--- config.mk ---
export PLATFORM = sky130hd
export DESIGN_NAME = sample_framer
export DESIGN_NICKNAME = d
export VERILOG_FILES = /design/src/rtl/framer_pkg.sv /design/src/rtl/sample_decimator.sv /design/src/rtl/sample_framer.sv
export SDC_FILE = /design/constraint.sdc
export NUM_CORES = 1
export LEC_CHECK = 0
export CORE_MARGIN = 2
export CORE_UTILIZATION = 26
export CTS_BUF_LIST = sky130_fd_sc_hd__clkbuf_8 sky130_fd_sc_hd__clkbuf_16
export CTS_CLUSTER_DIAMETER = 150
export DETAILED_ROUTE_END_ITERATION = 12
export PLACE_DENSITY = 0.46
export SLEW_MARGIN = 10
export SYNTH_ARGS = -nofsm -noshare
export SYNTH_HDL_FRONTEND = slang
export SYNTH_SLANG_ARGS = --single-unit
--- constraint.sdc ---
create_clock -name i_clock -period 2.7 [get_ports i_clock]
set_clock_uncertainty 0.15 [all_clocks]
set_input_delay 0.27 -clock i_clock [delete_from_list [all_inputs] [get_ports i_clock]]
set_output_delay 0.27 -clock i_clock [all_outputs]
set_load 0.03 [all_outputs]
--- src/rtl/framer_pkg.sv ---
// Shared types and constants for sample_framer.
// SAMPLE_FRAMER_CKSUM_EN selects between the two frame lengths defined here.
package framer_pkg;

    localparam int unsigned SAMPLE_W        = 14;
    localparam int unsigned BYTE_W          = 8;
    localparam int unsigned IDX_W           = 3;
    localparam int unsigned DECIM_CNT_W     = 8;
    localparam int unsigned FRAME_LEN_BASE  = 6;
    localparam int unsigned FRAME_LEN_CKSUM = 7;

    localparam logic [BYTE_W-1:0] HEADER_DEFAULT = 8'hA5;

    typedef enum logic [2:0] {
        ST_IDLE,
        ST_LOAD,
        ST_SEND,
        ST_WAIT_BUSY,
        ST_WAIT_READY
    } state_e;

    // Payload latched at capture time; serialised byte by byte afterwards.
    typedef struct packed {
        logic [BYTE_W-1:0]   seq;
        logic [SAMPLE_W-1:0] ch1;
        logic [SAMPLE_W-1:0] ch2;
    } frame_t;

    function automatic logic [BYTE_W-1:0] hi_byte(input logic [SAMPLE_W-1:0] s);
        return {2'b00, s[SAMPLE_W-1:BYTE_W]};
    endfunction

endpackage

--- src/rtl/sample_decimator.sv ---
// Qualifies sample strobes with gate/ADC-init and emits one capture event
// every DECIM qualified strobes.
module sample_decimator
    import framer_pkg::*;
#(
    parameter int unsigned DECIM = 1
) (
    input  logic i_clock,
    input  logic i_reset,
    input  logic i_sample_valid,
    input  logic i_gate,
    input  logic i_adc_init,
    output logic o_capture_c
);

    localparam logic [DECIM_CNT_W-1:0] LAST_CNT = DECIM_CNT_W'(DECIM - 1);

    logic [DECIM_CNT_W-1:0] cnt_q, cnt_d;

    // Count restarts from zero whenever capture is disqualified.
    always_comb begin
        cnt_d       = cnt_q;
        o_capture_c = 1'b0;
        if (!(i_gate && i_adc_init)) begin
            cnt_d = '0;
        end else if (i_sample_valid) begin
            if (cnt_q == LAST_CNT) begin
                cnt_d       = '0;
                o_capture_c = 1'b1;
            end else begin
                cnt_d = cnt_q + DECIM_CNT_W'(1);
            end
        end
    end

    always_ff @(posedge i_clock) begin
        if (!i_reset) begin
            cnt_q <= '0;
        end else begin
            cnt_q <= cnt_d;
        end
    end

endmodule

--- src/rtl/sample_framer.sv ---
// Packs ch1/ch2 samples into header+seq+sample byte frames for a UART tx_unit.
// Define SAMPLE_FRAMER_CKSUM_EN to append an XOR checksum byte (7-byte frame).
module sample_framer
    import framer_pkg::*;
#(
    parameter int unsigned        DATA_SIZE = SAMPLE_W,
    parameter int unsigned        DECIM     = 1,
    parameter logic [BYTE_W-1:0]  HEADER    = HEADER_DEFAULT
) (
    input  logic                 i_clock,
    input  logic                 i_reset,
    input  logic [DATA_SIZE-1:0] i_data_ch1,
    input  logic [DATA_SIZE-1:0] i_data_ch2,
    input  logic                 i_sample_valid,
    input  logic                 i_gate,
    input  logic                 i_adc_init,
    input  logic                 i_txready,
    output logic [BYTE_W-1:0]    o_txdata,
    output logic                 o_send,
    output logic                 o_busy,
    output logic                 o_overrun
);

`ifdef SAMPLE_FRAMER_CKSUM_EN
    localparam int unsigned FRAME_LEN = FRAME_LEN_CKSUM;
`else
    localparam int unsigned FRAME_LEN = FRAME_LEN_BASE;
`endif
    localparam logic [IDX_W-1:0] LAST_IDX = IDX_W'(FRAME_LEN - 1);

    state_e             state_q, state_d;
    frame_t             frame_q, frame_d;
    logic [IDX_W-1:0]   idx_q, idx_d;
    logic [BYTE_W-1:0]  seq_q, seq_d;
    logic [BYTE_W-1:0]  txdata_q, txdata_d;
    logic               send_q, send_d;
    logic               busy_q, busy_d;
    logic               overrun_q, overrun_d;
    logic               capture_c;
    logic [IDX_W-1:0]   idx_next_c;

    sample_decimator #(
        .DECIM (DECIM)
    ) u_decim (
        .i_clock        (i_clock),
        .i_reset        (i_reset),
        .i_sample_valid (i_sample_valid),
        .i_gate         (i_gate),
        .i_adc_init     (i_adc_init),
        .o_capture_c    (capture_c)
    );

    function automatic logic [BYTE_W-1:0] frame_byte(input frame_t f, input logic [IDX_W-1:0] idx);
        case (idx)
            3'd0:    return HEADER;
            3'd1:    return f.seq;
            3'd2:    return hi_byte(f.ch1);
            3'd3:    return f.ch1[BYTE_W-1:0];
            3'd4:    return hi_byte(f.ch2);
            3'd5:    return f.ch2[BYTE_W-1:0];
`ifdef SAMPLE_FRAMER_CKSUM_EN
            3'd6:    return f.seq ^ hi_byte(f.ch1) ^ f.ch1[BYTE_W-1:0]
                            ^ hi_byte(f.ch2) ^ f.ch2[BYTE_W-1:0];
`endif
            default: return '0;
        endcase
    endfunction

    // LOAD and SEND both fire o_send on ready so the first strobe lands two cycles after capture.
    always_comb begin
        state_d    = state_q;
        frame_d    = frame_q;
        idx_d      = idx_q;
        seq_d      = seq_q;
        txdata_d   = txdata_q;
        send_d     = 1'b0;
        overrun_d  = overrun_q;
        idx_next_c = idx_q + IDX_W'(1);

        case (state_q)
            ST_IDLE: begin
                if (capture_c) begin
                    frame_d.seq = seq_q;
                    frame_d.ch1 = SAMPLE_W'(i_data_ch1);
                    frame_d.ch2 = SAMPLE_W'(i_data_ch2);
                    seq_d       = seq_q + BYTE_W'(1);
                    idx_d       = '0;
                    txdata_d    = HEADER;
                    state_d     = ST_LOAD;
                end
            end
            ST_LOAD, ST_SEND: begin
                if (i_txready) begin
                    send_d  = 1'b1;
                    state_d = ST_WAIT_BUSY;
                end else begin
                    state_d = ST_SEND;
                end
            end
            ST_WAIT_BUSY: begin
                if (!i_txready) begin
                    state_d = ST_WAIT_READY;
                end
            end
            ST_WAIT_READY: begin
                if (i_txready) begin
                    if (idx_q == LAST_IDX) begin
                        state_d = ST_IDLE;
                    end else begin
                        idx_d    = idx_next_c;
                        txdata_d = frame_byte(frame_q, idx_next_c);
                        state_d  = ST_SEND;
                    end
                end
            end
            default: state_d = ST_IDLE;
        endcase

        if (capture_c && (state_q != ST_IDLE)) begin
            overrun_d = 1'b1;
        end
        busy_d = (state_d != ST_IDLE);
    end

    always_ff @(posedge i_clock) begin
        if (!i_reset) begin
            state_q   <= ST_IDLE;
            frame_q   <= '0;
            idx_q     <= '0;
            seq_q     <= '0;
            txdata_q  <= '0;
            send_q    <= 1'b0;
            busy_q    <= 1'b0;
            overrun_q <= 1'b0;
        end else begin
            state_q   <= state_d;
            frame_q   <= frame_d;
            idx_q     <= idx_d;
            seq_q     <= seq_d;
            txdata_q  <= txdata_d;
            send_q    <= send_d;
            busy_q    <= busy_d;
            overrun_q <= overrun_d;
        end
    end

    assign o_txdata  = txdata_q;
    assign o_send    = send_q;
    assign o_busy    = busy_q;
    assign o_overrun = overrun_q;

endmodule

=== After elaboration in Yosys (flattened, before gate mapping) ===
Cells that the tools add are included.

* Register bits: 69
* Input port bits: 34
* Output and inout port bits: 11
* Logic and storage cells: 60

* Add/sub/neg operators: 3
* Equal/unequal tests: 13
* Mux-type cells: 20
* Reduce and logical (&&, ||, !) cells: 13

{| class="wikitable"
|+ Operator list
! cell !! number
|-
| $pmux 8 s6 || 1
|-
| $mux 8 || 4
|-
| $mux 3 || 6
|-
| $add 8x1->8 const B || 2
|-
| $pmux 8 s2 || 1
|-
| $eq 3x2->1 const B || 4
|-
| $eq 3x3->1 const B || 4
|-
| $pmux 3 s4 || 1
|-
| $logic_not 8->1 || 1
|-
| $eq 3x1->1 const B || 2
|-
| $logic_not 3->1 || 2
|-
| $ne 2x2->1 const B || 3
|-
| $pmux 3 s2 || 1
|-
| $reduce_and 2->1 || 3
|-
| $reduce_bool 3->1 || 2
|-
| $mux 1 || 5
|-
| $reduce_and 4->1 || 1
|-
| $add 3x1->3 const B || 1
|-
| $logic_and 1x1->1 || 2
|-
| $mux 2 || 1
|-
| $reduce_bool 2->1 || 1
|-
| $reduce_or 2->1 || 1
|}

=== Logic depth before layout (Yosys ltp) ===
* Depth in word-level cells: 7
* Gate-level depth with buffers: 8
* Gate-level depth less buffers: 6

=== By module ===
From an unflattened synthesis, not the netlist that was laid out.

* Cells, all modules: 346
* Area total of the unflattened synthesis: 3088.0 µm²

{| class="wikitable"
|+ By module, submodules not included
! module !! times used !! cells an instance !! area an instance (µm²) !! seq. area each (µm²)
|-
| sample_framer || 1 || 302 || 2688.8 || 1221.2
|-
| sample_decimator || 1 || 44 || 399.1 || 160.2
|}

=== Worst setup path after synthesis ===
OpenSTA, ideal clock, no wires.

* Kind: register to register
* Start: reg idx_q[0]
* End: reg txdata_q[2] (netlist: o_txdata[2])
* Library setup time: 0.131 ns
* Data arrival time: 1.616 ns
* Required time: 2.419 ns
* Setup slack: 0.803 ns
* Cell stages (with the launch flop): 6
* Buffers on the path: 0
* Period minus slack after synthesis: 1.897 ns
* Cell sequence: dfxtp_1 > ha_1 > xor2_2 > mux2_2 > a221oi_1 > a21oi_1

* Cells in the longest elaborated chain, start to end: 6
* Elaborated cells between the ends (all ways): 14
* Classes of those cells: add/sub: 1; eq/ne: 7; mux: 4; reduce/logical: 2

{| class="wikitable"
|+ RTL lines
! what !! RTL line !! source
|-
| start: declaration || sample_framer.sv:33 || <nowiki>logic [IDX_W-1:0] idx_q, idx_d;</nowiki>
|-
| start signal: assignment || sample_framer.sv:138 || <nowiki>idx_q <= idx_d;</nowiki>
|-
| $add 3x1->3 || sample_framer.sv:78 || <nowiki>idx_next_c = idx_q + IDX_W'(1);</nowiki>
|-
| $eq 3x3->1, or another cell as far along || sample_framer.sv:54 || <nowiki>case (idx)</nowiki>
|-
| $pmux 8 s6 || sample_framer.sv:54 ||
|-
| $mux 8 || sample_framer.sv:107 || <nowiki>if (idx_q == LAST_IDX) begin</nowiki>
|-
| $mux 8 || sample_framer.sv:106 || <nowiki>if (i_txready) begin</nowiki>
|-
| $pmux 8 s2 || sample_framer.sv:80 || <nowiki>case (state_q)</nowiki>
|-
| end signal: assignment || sample_framer.sv:140 || <nowiki>txdata_q <= txdata_d;</nowiki>
|-
| end: declaration || sample_framer.sv:35 || <nowiki>logic [BYTE_W-1:0] txdata_q, txdata_d;</nowiki>
|}

Several ways; a longest one is shown, not always the timed one. The select of a mux whose other input is x is not followed.
A chain may end at the register's enable or synchronous reset.

=== Final worst setup path ===
* Start: reg idx_q[0]
* End: reg txdata_q[6] (netlist: o_txdata[6])

The elaborated chain is that of the path after synthesis.

==> results_dict.tcl <==
set metrics [dict create \
    final_antenna_net_count 0 \
    wire_per_inst_um 14.08 \
    min_period_ns 2.184 \
    h-tree-depth 3 \
    ys_types 47 \
    run_status "finished, final reports clean" \
    synthTopCellsByArea "dfxtp_1 44%, nand2_1 11%, a21oi_1 7.0%" \
    setup.reg_to_reg.worst_slack_ns 0.52 \
    synth_cells 368 \
    critical_path.slowest_cell "o311ai_0" \
    post_synth.cell_area_avg_um2 8.537 \
    reg2reg_depth 6 \
    fill_cells 1243 \
    leakage_nw 1.458 \
    clock_tree.buffer_depth 2 \
    clk_pin_slew_ns 0.06 \
    dpl_cell_area_um2 3730 \
    floorplan.die.height_um 113.9 \
    synth_top_area_cell "dfxtp_1" \
    rows 40 \
    worstReg2RegEnd "o_txdata[6]" \
    ys_ff_latch 69 \
    synth_most_common_cell "nand2_1" \
    gp_congestion 0.7077 \
    vdd.ir_drop.worst_mv 0.3015 \
    unrepaired_setup_endpoints_after_global_routing "false" \
    postLayoutCoreUtil 0.3365 \
    dr.pass1.iters 4 \
    reg2reg_from "idx_q[0]" \
    grt_max_degree 47 \
    cts_setup_buffers 0 \
    finalSetupTns_ns 0 \
    p_int_mw 1.774 \
    timing.critical_path.arrival_ns 2.23 \
    net-switching-power_mw 0.5703 \
    num_io_pins 45 \
    ys.warnings.count 0 \
    routed_wirelength_mm 7.882 \
    nNetsFinal 451 \
    tritoncts_num_sinks 69 \
    synth_common_cells "91 x nand2_1, 69 x dfxtp_1, 44 x a21oi_1, 15 x nor2_1" \
    gr-max-usage-layer "met2" \
    antenna_violations_before_repair 0 \
    initial_core_util 0.2638 \
    synth_top_cell_area_share 0.4397 \
    vias 2667 \
    area.growth.synth_to_final_pct 27.56 \
    buffer_ports.inserted 44 \
    drive_gt1_frac 0.08717 \
    die_width_um 113.9 \
    worst-setup-path-type "register to register" \
    critical_path_cell_by_cell "ha_1, xor2_2, buf_4, and3_1, o311ai_0, mux2i_1" \
    wire_length_of_the_first_global_routing_pass_mm 13.25 \
    hold_depth 2 \
    antenna-diode-count 0 \
    setup.worst_path.end "o_txdata[6]" \
    final_area_um2 4008 \
    setup_violations 0 \
    detailed_place_hpwl_mm 5.509 \
    post_synthesis_async_set_or_reset_flop_share 0 \
    synth.cell_area_um2 3142 \
    critPathRequiredTime_ns 2.74 \
    groute.layer.met1.usage 0.1731 \
    power.total_mw 2.344 \
    synth_top_flop_cell "dfxtp_1" \
    grt_pass1_vias 2652 \
    grt.met3_usage 0.03294 \
    power_frac_comb 0.076 \
    hold_viol 0 \
    detail_route.iter0.violations 134 \
    cts_buffers 9 \
    maxSlewViolCount 0 \
    cpLargestDelayFamily "compound AO/OA/AOI/OAI gates" \
    yosysSeqAreaShare 0.4397 \
    cp-start-kind "register" \
    fin_crit_sh 0.8090 \
    power.share.switching 0.2433 \
    crit_cells 6 \
    edff_count_synth 0 \
    p_clk_frac 0.472 \
    drv.max_cap_violation_count 0 \
    clock-root-buffer "clkbuf_16" \
    globalRoute.totalOverflow 0 \
    dieArea_um2 12980 \
    grt.total_usage 0.1307 \
    max_slew_margin 0.5328 \
    route.detailed.drc 0 \
    core_ar_um2 11910 \
    post_cts.resized_instances 0 \
    critPathCaptureType "register" \
    critPathBufInv 1 \
    timing.critical_path.slowest_cell_delay_ns 0.56 \
    fmax_mhz 457.8 \
    vias_per_cell 4.763 \
    grt.met2_usage 0.2056 \
    cp_max_fo 7 \
    min-delay-path-class "register to register" \
    worstSetupStartpoint "idx_q[0]" \
    clock_latency_ns 0.34 \
    pwr_density_cell_nw_per_um2 584.9 \
    syn-num-nets 411 \
    worst-slew-pin-transition_ns 0.7007 \
    cts-hold-fix-buffers 0 \
    seq_power_share 0.452 \
    tritoncts "done" \
]
-- worst min path at each step --
stage              startpoint          end
3_5_place_dp      frame_q[15]  frame_q[15]
2_1_floorplan  i_data_ch2[10]  frame_q[10]
3_3_place_gp       frame_q[6]   frame_q[6]
4_1_cts           frame_q[15]  frame_q[15]
5_1_grt           frame_q[19]  frame_q[19]
6_report           frame_q[2]   frame_q[2]
-- flip-flops by register name, indices dropped and copies added, names as in the netlist --
register,cells
o_busy,1
state_q,3
o_txdata,8
frame_q,36
seq_q,8
idx_q,3
u_decim.cnt_q,8
o_send,1
o_overrun,1
-- metrics by stage --
step	instances	hold slack (ns)	worst slack (ns)
after floorplan	368	0.2560	0.8026
after global placement	544	0.2936	0.4494
after detailed placement	544	0.2970	0.4165
after CTS	560	0.3048	0.5538
after global routing	560	0.3249	0.3936
final	560	0.3041	0.5157
-- cells by family (layout without fill, tap and decap cells) --
group	Yosys count	after routing	synth area share
adder cells (fa/ha/maj)	9	9	0.03584
flip-flops	69	69	0.4397
buffers and inverters	31	76	0.04421
XOR/XNOR	11	11	0.03305
AND/OR/NAND/NOR	155	155	0.2346
AO/OA/AOI/OAI	79	79	0.1665
multiplexers	14	14	0.04620
-- per-layer routing --
metal,up-vias,part of all wire
met4,0,0.013
met3,8,0.037
li1,1376,-
met2,47,0.45
met1,1236,0.50
met5,-,0
-- layout by cell type, fill, tap and decap left out, types with 9 or more instances in the layout --
master           netlist  final
a21oi_1               44     44
and3_1                 9      9
clkbuf_16              0      9
clkdlybuf4s50_1        0     44
dfxtp_1               69     69
ha_1                   9      9
mux2i_1               10     10
nand2_1               91     91
nand3_1               13     13
nor2_1                15     15
-- power by group through the flow --
stage          sequential [mW]  combinational [mW]  clock, mW
6_report                  1.06               0.178       1.11
3_3_place_gp              1.08               0.179          0
4_1_cts                   1.06               0.180       1.13
5_1_grt                   1.06               0.197       1.17
3_5_place_dp              1.08               0.180          0
2_1_floorplan             1.09              0.0841          0
-- layout make-up --
type / instances / area [µm²] / share of cell area
multi-input combinational: 268 / 1622 / 0.4046
sequential: 69 / 1381 / 0.3447
timing repair buffer: 52 / 513.0 / 0.1280
clock buffer: 10 / 239.0 / 0.05963
tap: 147 / 183.9 / 0.04589
clock inverter: 6 / 38.79 / 0.009678
inverter: 8 / 30.03 / 0.007493
-- worst register-to-register path, cell delays in order (launching register included) --
cell	delay (ns)
dfxtp_1	0.36
ha_1	0.27
xor2_2	0.20
buf_4	0.19
and3_1	0.17
o311ai_0	0.56
mux2i_1	0.14
(Power assumes the default switching activity.)
